`src/rtl/tl_master.sv`:
```
// +----------------------------------------------------------------------------+
// | Module      : tl_master                                                    |
// | Description : Single-outstanding TileLink-UL style master with a 2-entry   |
// |               request FIFO, A/D channel handshake and response timeout.    |
// | Revision    : 1.0                                                          |
// +----------------------------------------------------------------------------+
`default_nettype none

module tl_master #(
  parameter int A_CHANNEL_SIZE = 53,
  parameter int D_CHANNEL_SIZE = 43,
  parameter int TIMEOUT        = 64
) (
  input  logic                      clk,
  input  logic                      reset,
  input  logic                      req_valid,
  input  logic                      req_write,
  input  logic [9:0]                req_addr,
  input  logic [31:0]               req_wdata,
  output logic                      req_ready,
  output logic [A_CHANNEL_SIZE-1:0] a_channel,
  output logic                      a_valid,
  output logic                      a_ready,
  input  logic                      backpressureslave,
  input  logic [D_CHANNEL_SIZE-1:0] d_channel,
  input  logic                      d_valid,
  output logic                      d_ready,
  input  logic                      d_error,
  output logic                      rsp_valid,
  output logic [31:0]               rsp_rdata,
  output logic                      rsp_error
);

  typedef enum logic [1:0] {
    ST_IDLE  = 2'd0,
    ST_ISSUE = 2'd1,
    ST_WAIT  = 2'd2,
    ST_RESP  = 2'd3
  } state_t;

  localparam int         FIFO_W      = 43;
  localparam logic [2:0] OP_PUT      = 3'd0;
  localparam logic [2:0] OP_GET      = 3'd4;
  localparam logic [2:0] OP_ACK      = 3'd0;
  localparam logic [2:0] OP_ACKDATA  = 3'd1;
  localparam logic [2:0] A_SIZE      = 3'd5;
  localparam logic [7:0] TIMEOUT_LIM = 8'(TIMEOUT);

  state_t                    state_q, state_d;
  logic [FIFO_W-1:0]         fifo_mem_q [2];
  logic [1:0]                fifo_cnt_q, fifo_cnt_d;
  logic                      fifo_rd_q, fifo_wr_q;
  logic [A_CHANNEL_SIZE-1:0] a_q, a_d;
  logic                      wr_q, wr_d;
  logic [7:0]                cnt_q, cnt_d;
  logic [31:0]               rdata_q, rdata_d;
  logic                      err_q, err_d;

  logic                      push, pop;
  logic [FIFO_W-1:0]         head;
  logic [2:0]                exp_op;
  logic                      unused_d;

  assign head      = fifo_mem_q[fifo_rd_q];
  assign exp_op    = wr_q ? OP_ACK : OP_ACKDATA;
  assign unused_d  = ^d_channel[39:34];

  // A pop frees a slot in the same cycle, so a full FIFO can still accept.
  assign req_ready = (fifo_cnt_q != 2'd2) || pop;
  assign push      = req_valid && req_ready;

  assign a_channel = a_q;
  assign rsp_rdata = rdata_q;
  assign rsp_error = err_q;

  always_comb begin
    fifo_cnt_d = fifo_cnt_q;
    unique case ({push, pop})
      2'b10:   fifo_cnt_d = fifo_cnt_q + 2'd1;
      2'b01:   fifo_cnt_d = fifo_cnt_q - 2'd1;
      default: fifo_cnt_d = fifo_cnt_q;
    endcase
  end

  always_ff @(posedge clk or posedge reset) begin
    if (reset) begin
      fifo_cnt_q <= 2'd0;
      fifo_rd_q  <= 1'b0;
      fifo_wr_q  <= 1'b0;
    end else begin
      fifo_cnt_q <= fifo_cnt_d;
      if (push) fifo_wr_q <= ~fifo_wr_q;
      if (pop)  fifo_rd_q <= ~fifo_rd_q;
    end
  end

  always_ff @(posedge clk) begin
    if (push) fifo_mem_q[fifo_wr_q] <= {req_write, req_addr, req_wdata};
  end

  always_comb begin
    state_d   = state_q;
    a_d       = a_q;
    wr_d      = wr_q;
    cnt_d     = cnt_q;
    rdata_d   = rdata_q;
    err_d     = err_q;
    pop       = 1'b0;
    a_valid   = 1'b0;
    a_ready   = 1'b0;
    d_ready   = 1'b0;
    rsp_valid = 1'b0;

    unique case (state_q)
      ST_IDLE: begin
        if (fifo_cnt_q != 2'd0) begin
          pop     = 1'b1;
          wr_d    = head[42];
          a_d     = A_CHANNEL_SIZE'({head[42] ? OP_PUT : OP_GET, 3'd0, A_SIZE, 2'd0,
                                      head[41:32], head[42] ? head[31:0] : 32'd0});
          cnt_d   = 8'd0;
          state_d = ST_ISSUE;
        end
      end
      ST_ISSUE, ST_WAIT: begin
        a_valid = 1'b1;
        a_ready = 1'b1;
        d_ready = 1'b1;
        cnt_d   = cnt_q + 8'd1;
        // A D beat wins over a timeout landing in the same cycle.
        if (d_valid) begin
          rdata_d = wr_q ? 32'd0 : d_channel[31:0];
          err_d   = d_error || (d_channel[42:40] != exp_op) || (d_channel[33:32] != 2'd0);
          state_d = ST_RESP;
        end else if ((cnt_q + 8'd1) >= TIMEOUT_LIM) begin
          rdata_d = 32'd0;
          err_d   = 1'b1;
          state_d = ST_RESP;
        end else if ((state_q == ST_ISSUE) && backpressureslave) begin
          state_d = ST_WAIT;
        end
      end
      ST_RESP: begin
        rsp_valid = 1'b1;
        state_d   = ST_IDLE;
      end
      default: state_d = ST_IDLE;
    endcase
  end

  always_ff @(posedge clk or posedge reset) begin
    if (reset) begin
      state_q <= ST_IDLE;
      a_q     <= '0;
      wr_q    <= 1'b0;
      cnt_q   <= 8'd0;
      rdata_q <= 32'd0;
      err_q   <= 1'b0;
    end else begin
      state_q <= state_d;
      a_q     <= a_d;
      wr_q    <= wr_d;
      cnt_q   <= cnt_d;
      rdata_q <= rdata_d;
      err_q   <= err_d;
    end
  end

endmodule

`default_nettype wire

```
`config.mk`:
```
export PLATFORM = sky130hd
export DESIGN_NAME = tl_master
export DESIGN_NICKNAME = d
export VERILOG_FILES = /design/src/rtl/tl_master.sv
export SDC_FILE = /design/constraint.sdc
export NUM_CORES = 1
export LEC_CHECK = 0
export BUFFER_PORTS_ARGS = -buffer_cell sky130_fd_sc_hd__buf_4
export CELL_PAD_IN_SITES_DETAIL_PLACEMENT = 0
export CELL_PAD_IN_SITES_GLOBAL_PLACEMENT = 1
export CORE_UTILIZATION = 31
export DETAILED_ROUTE_END_ITERATION = 8
export PLACE_DENSITY_LB_ADDON = 0.08
export SLEW_MARGIN = 15
export SYNTH_ARGS = -nofsm -noshare
export SYNTH_HDL_FRONTEND = slang
export SYNTH_SLANG_ARGS = --single-unit
```
`constraint.sdc`:
```
create_clock -name clk -period 6.1 [get_ports clk]
set_clock_uncertainty 0.1 [all_clocks]
set_input_delay 0.305 -clock clk [delete_from_list [all_inputs] [get_ports clk]]
set_output_delay 0.305 -clock clk [all_outputs]
set_load 0.03 [all_outputs]
```
After elaboration in Yosys (flattened, before gate mapping)
Memory sizes are Yosys's and may differ from the RTL's.
Index checks and enable logic that the tools add are counted.
W data, S select, Z words.
{ "totals": {"reg_bits": 95, "latch_bits": 0, "mem_bits_rw": 86, "rom_bits": 0, "inputBits": 92, "output_inout_bits": 91, "wordCells": 63, "memories": 1} }
{ "classes": {"add_sub_neg": 3, "multipliers": 0, "div": 0, "n_lt_le_gt_ge": 1, "n_eq_ne": 9, "n_shift": 0, "n_mux": 22, "bitwise_logic": 2, "n_reduce_logical": 16} }
{ "mem_list": {"columns": ["memory", "depth", "word_bits", "read_ports", "rd_ports_with_merged_regs", "write_ports", "line", "rtl"], "rows": [
  ["fifo_mem_q", 2, 43, 1, 0, 1, "50", "logic [FIFO_W-1:0] fifo_mem_q [2];"]
]} }
{ "op_table": {"columns": ["op", "count"], "rows": [
  ["$mux W32", 4],
  ["$pmux W8 S2", 1],
  ["$reduce_bool A2 Y1", 5],
  ["$mux W1", 9],
  ["$add A8 B1 Y8 const B", 1],
  ["$ge A8 B7 Y1 const B", 1],
  ["$mux W2", 4],
  ["$mux W8", 1],
  ["$reduce_and A2 Y1", 4],
  ["$eq A2 B2 Y1 const B", 3],
  ["$pmux W2 S3", 1],
  ["$eq A2 B1 Y1 const B", 2],
  ["$ne A2 B2 Y1 const B", 2],
  ["$ne A4 B4 Y1 const B", 1],
  ["$pmux W2 S2", 1],
  ["$logic_or A1 B1 Y1", 3],
  ["$mux W3", 1],
  ["$ne A3 B1 Y1", 1],
  ["$add A2 B1 Y2 const B", 1],
  ["$logic_and A1 B1 Y1", 2],
  ["$logic_not A2 Y1", 1],
  ["$not A1 Y1", 2],
  ["$reduce_or A2 Y1", 1],
  ["$sub A2 B1 Y2 const B", 1]
]} }

Longest topological paths before layout
{ "logic_depth": {"ltp_word": 7, "mapped_depth": 9} }

Worst setup path after synthesis
Ideal clock, no wire load.
{ "synth_timing": {"path_kind": "register -> register", "startpoint": "register state_q[0]", "endpoint": "memory fifo_mem_q[0][0] (enable)", "arrival_time_ns": 3.017, "t_required_ns": 5.556, "setup_slack_ns": 2.539, "stages_incl_launch_ff": 7, "path_cell_list": "dfrtp_1 inv_1 ha_1 nor2_1 nand2_1 nand2_1 nor2_1"} }
{ "synth_via": {"elab_chain_cells": 6} }
{ "synth_lines": {"columns": ["element", "line", "rtl"], "rows": [
  ["start: declaration", "49", "state_t state_q, state_d;"],
  ["start signal: assignment", "160", "state_q <= state_d;"],
  ["$logic_not A2 Y1", "114", "unique case (state_q)"],
  ["$mux W1", "114", null],
  ["$logic_or A1 B1 Y1", "69", "assign req_ready = (fifo_cnt_q != 2'd2) || pop;"],
  ["via req_ready", "20", "output logic req_ready,"],
  ["$logic_and A1 B1 Y1", "70", "assign push = req_valid && req_ready;"],
  ["$mux W1", "98", "if (push) fifo_mem_q[fifo_wr_q] <= {req_write, req_addr, req_wdata};"],
  ["$mux W1 (implied by the code)", "98", null],
  ["end: declaration", "50", null]
]} }
The timed path passes the listed nets, and every way through them passes these cells.

Worst setup path in the final report
{ "layout_timing": {"startpoint": "register fifo_rd_q", "endpoint": "register a_q[18] (netlist: a_channel[18])"} }
{ "layout_via": {"elab_chain_cells": 2} }
{ "layout_lines": {"columns": ["element", "line", "rtl"], "rows": [
  ["start: declaration", "52", "logic fifo_rd_q, fifo_wr_q;"],
  ["start signal: assignment", "93", "if (pop) fifo_rd_q <= ~fifo_rd_q;"],
  ["$mem_v2 Z2 W43", null, null],
  ["$mux W32", "120", "head[41:32], head[42] ? head[31:0] : 32'd0});"],
  ["end signal: assignment", "154", "a_q <= '0;"],
  ["end signal: assignment", "161", "a_q <= a_d;"],
  ["end: declaration", "53", "logic [A_CHANNEL_SIZE-1:0] a_q, a_d;"]
]} }
Every way passes these cells.
A chain may end at the register's enable or synchronous reset.

==> metrics.md <==
| Metric | Value |
|---|---|
| Total GRT Usage | `14.68%` |
| Crit path kind | `reg2reg` |
| Antenna-violating nets left | `0` |
| DR iter-0 viols | `195` |
| Startpoint Class | `register` |
| Setup total negative slack | `0 ns` |
| FILL cells | `1931` |
| Syn_area_per_cell | `14.55 sq um` |
| Clock Pin Slew Worst Setup and Hold Paths | `0.07 ns` |
| Final-report setup violation count | `0` |
| Pre-CTS setup slack | `3.439 ns` |
| Core Region | `21150 sq um` |
| Achievable clock frequency | `389.3 MHz` |
| Endpoint class of the critical path | `register` |
| Core Rows | `53` |
| Switching share of power | `37.81%` |
| Period utilization | `42.12%` |
| Fin crit period | `2.569 ns` |
| Critical Path RT | `6.29 ns` |
| Power share of the combinational group | `39.0%` |
| Max-cap viol count | `0` |
| Largest vdd supply drop | `0.2230 mV` |
| H-tree Lvls | `4` |
| Root buf cell | `clkbuf_16` |
| Top layer in use | `met4` |
| Switching power | `1.853 mW` |
| CTS buffer count | `17` |
| Placed cells | `887` |
| Finished layout cell area | `9633 sq um` |
| Relative slew slack | `34.04%` |
| Status | `completed` |
| EDFF count, synth | `86` |
| TritonRoute pass-1 iters | `6` |
| Commonest cells post-synth | `dfrtp_1 (92), edfxtp_1 (86), nand2_1 (56), o21ai_0 (51), mux2i_1 (44)` |
| Detailed-route DRC error count | `0` |
| Synth warn | `0` |
| Share of layout cells above drive strength 1 | `30.08%` |
| Cell Area, Synth | `6749 sq um` |
| Sequential Power Share | `37.8%` |
| Final Hold Fails | `0` |
| DR WL/cell | `15.89 um` |
| CTS tree | `done` |
| WL met3 | `1031 um` |
| Area leader, netlist | `edfxtp_1` |
| WL met2 | `7632 um` |
| Synth top area share | `38.26%` |
| Mapped Cells | `464` |
| Clk pwr share | `23.2%` |
| Die height | `149.6 um` |
| Largest net degree at the start of global routing | `71` |
| Metal-1 WL | `6984 um` |
| Placed cell area | `8270 sq um` |
| FFs w/ async S/R, synth | `51.69%` |
| Most used flip-flop cell after synthesis | `dfrtp_1` |
| Least-Margin Pin Slew | `0.9895 ns` |
| Final worst slack | `3.531 ns` |
| RSZ-0062 raised after global routing | `false` |
| Post-Layout Cell Count | `994` |
| Die area | `22370 sq um` |
| Hpwl dp | `9351 um` |
| Initial Utilization | `31.90%` |
| Nets | `804` |
| Io pins | `183` |
| Clk buf depth | `2` |
| I/O Buffers | `168` |
| Die Wd | `149.6 um` |
| Crit path arrival time | `2.76 ns` |
| Grt total ovfl | `0` |
| Yosys reg bits | `178` |
| Worst-Skew Late Latency | `0.42 ns` |
| Leak | `4.222 nW` |
| P_int | `3.048 mW` |
| Worst-path fanout max | `44` |
| Total wire length | `15800 um` |
| Power, Total | `4.901 mW` |
| Power per cell area | `508.8 nW/um^2` |
| Vias in the first global route | `4660` |
| Dominant cells by area after synthesis | `edfxtp_1 (38%), dfrtp_1 (34%), mux2i_1 (6.5%)` |
| Sequential-to-total area share from yosys stat | `72.38%` |
| GP Congestion | `0.7571` |
| Distinct cells, synth | `43` |
| Slew Limit Fails | `0` |
| Initial antenna violation count | `1` |
| Via count | `4539` |
| Vias per inst | `4.566` |
| First-pass GRT wire length | `24810 um` |
| Hold crit path type | `in2reg` |
| Sink Count | `178` |
| Most frequent cell after synthesis | `dfrtp_1` |
| Syn-to-layout area delta | `42.73%` |
## per-stage QoR
step | util (%) | hold slack (ns)
2_1_floorplan | - | 0.3039
3_3_place_gp | 39.07 | 0.1826
4_1_cts | 45.48 | 0.004354
3_5_place_dp | 39.10 | 0.1831
5_1_grt | 45.54 | 0.004988
6_report | 45.54 | 0.02202
## path summary, 6_finish.rpt
path,from,end,slack [ns],depth (start not counted)
max,fifo_rd_q$_DFFE_PP0P_,a_channel[18]$_DFFE_PP0P_,3.53,5
min,d_channel[10],rsp_rdata[10]$_DFFE_PP0P_,0.02,2
max reg2reg,fifo_rd_q$_DFFE_PP0P_,a_channel[18]$_DFFE_PP0P_,3.53,5
min reg2reg,a_channel[29]$_DFFE_PP0P_,a_channel[29]$_DFFE_PP0P_,0.38,2
max in group asynchronous,reset,fifo_rd_q$_DFFE_PP0P_,4.27,4
min in group asynchronous,reset,rsp_rdata[9]$_DFFE_PP0P_,0.29,3
## what timing repair did
item / CTS / global route
hold buffers: 73 / 1
hold endpoints to repair: 137 / 1
resized for setup: 0 / 0
setup buffers: 0 / 0
## logic make-up (layout without fill, tap and decap cells)
family / Yosys count / after routing / synth area share, %
buf+inv: 40 / 287 / 3.207
other cells: 1 / 9 / 0.05556
simple gates: 86 / 86 / 5.506
mux: 45 / 45 / 6.693
flops: 178 / 178 / 72.38
xor+xnor: 8 / 8 / 1.038
compound gates: 99 / 99 / 9.826
fa+ha+maj: 7 / 7 / 1.298
## per-layer routing
metal | global-route usage [%] | vias up
met5 | 0 | -
met1 | 18.73 | 2236
met3 | 4.787 | 11
met2 | 23.61 | 136
met4 | 4.439 | 0
li1 | - | 2156
## flip-flops by register name (all words and copies together), names as in the netlist
name        count
a_channel      44
cnt_q           8
fifo_cnt_q      2
fifo_mem_q     86
fifo_rd_q       1
fifo_wr_q       1
rsp_error       1
rsp_rdata      32
state_q         2
wr_q            1
## critical path: stages, from the launching register on
cell and delay, ns:
dfrtp_2 0.34, buf_4 0.64, mux2_2 0.41, nand2_1 0.43
buf_4 0.37, o21ai_0 0.14
## power groups by stage
stage | registers (mW) | clock network, mW | logic, mW
final | 1.85 | 1.14 | 1.91
after global routing | 1.90 | 1.22 | 2.09
after CTS | 1.86 | 1.17 | 1.95
after detailed placement | 1.88 | 0 | 1.91
after global placement | 1.86 | 0 | 1.89
after floorplan | 2.21 | 0 | 0.901
## cell usage in the layout (no fill, tap or decap), types with 5 or more instances in the layout
master,count
a22o_1,32
buf_4,175
clkbuf_16,17
conb_1,8
dfrtp_1,91
dlygate4sd3_1,74
edfxtp_1,86
ha_1,7
inv_1,5
mux2i_1,44
nand2_1,56
nor2_1,10
o21ai_0,50
xnor2_1,6
## layout make-up
type                            instances  area (sq um)  share of cell area, %
Timing Repair Buffer                  249          2054                  21.33
Multi-Input combinational cell        253          1702                  17.66
Antenna cell                            1         2.502                0.02598
Clock inverter                         12         172.7                  1.792
Clock buffer                           20         446.7                  4.637
Tap cell                              275         344.1                  3.572
Sequential cell                       178          4886                  50.72
Inverter                                6         25.02                 0.2598
No activity file was read; power rests on OpenSTA's default activity.
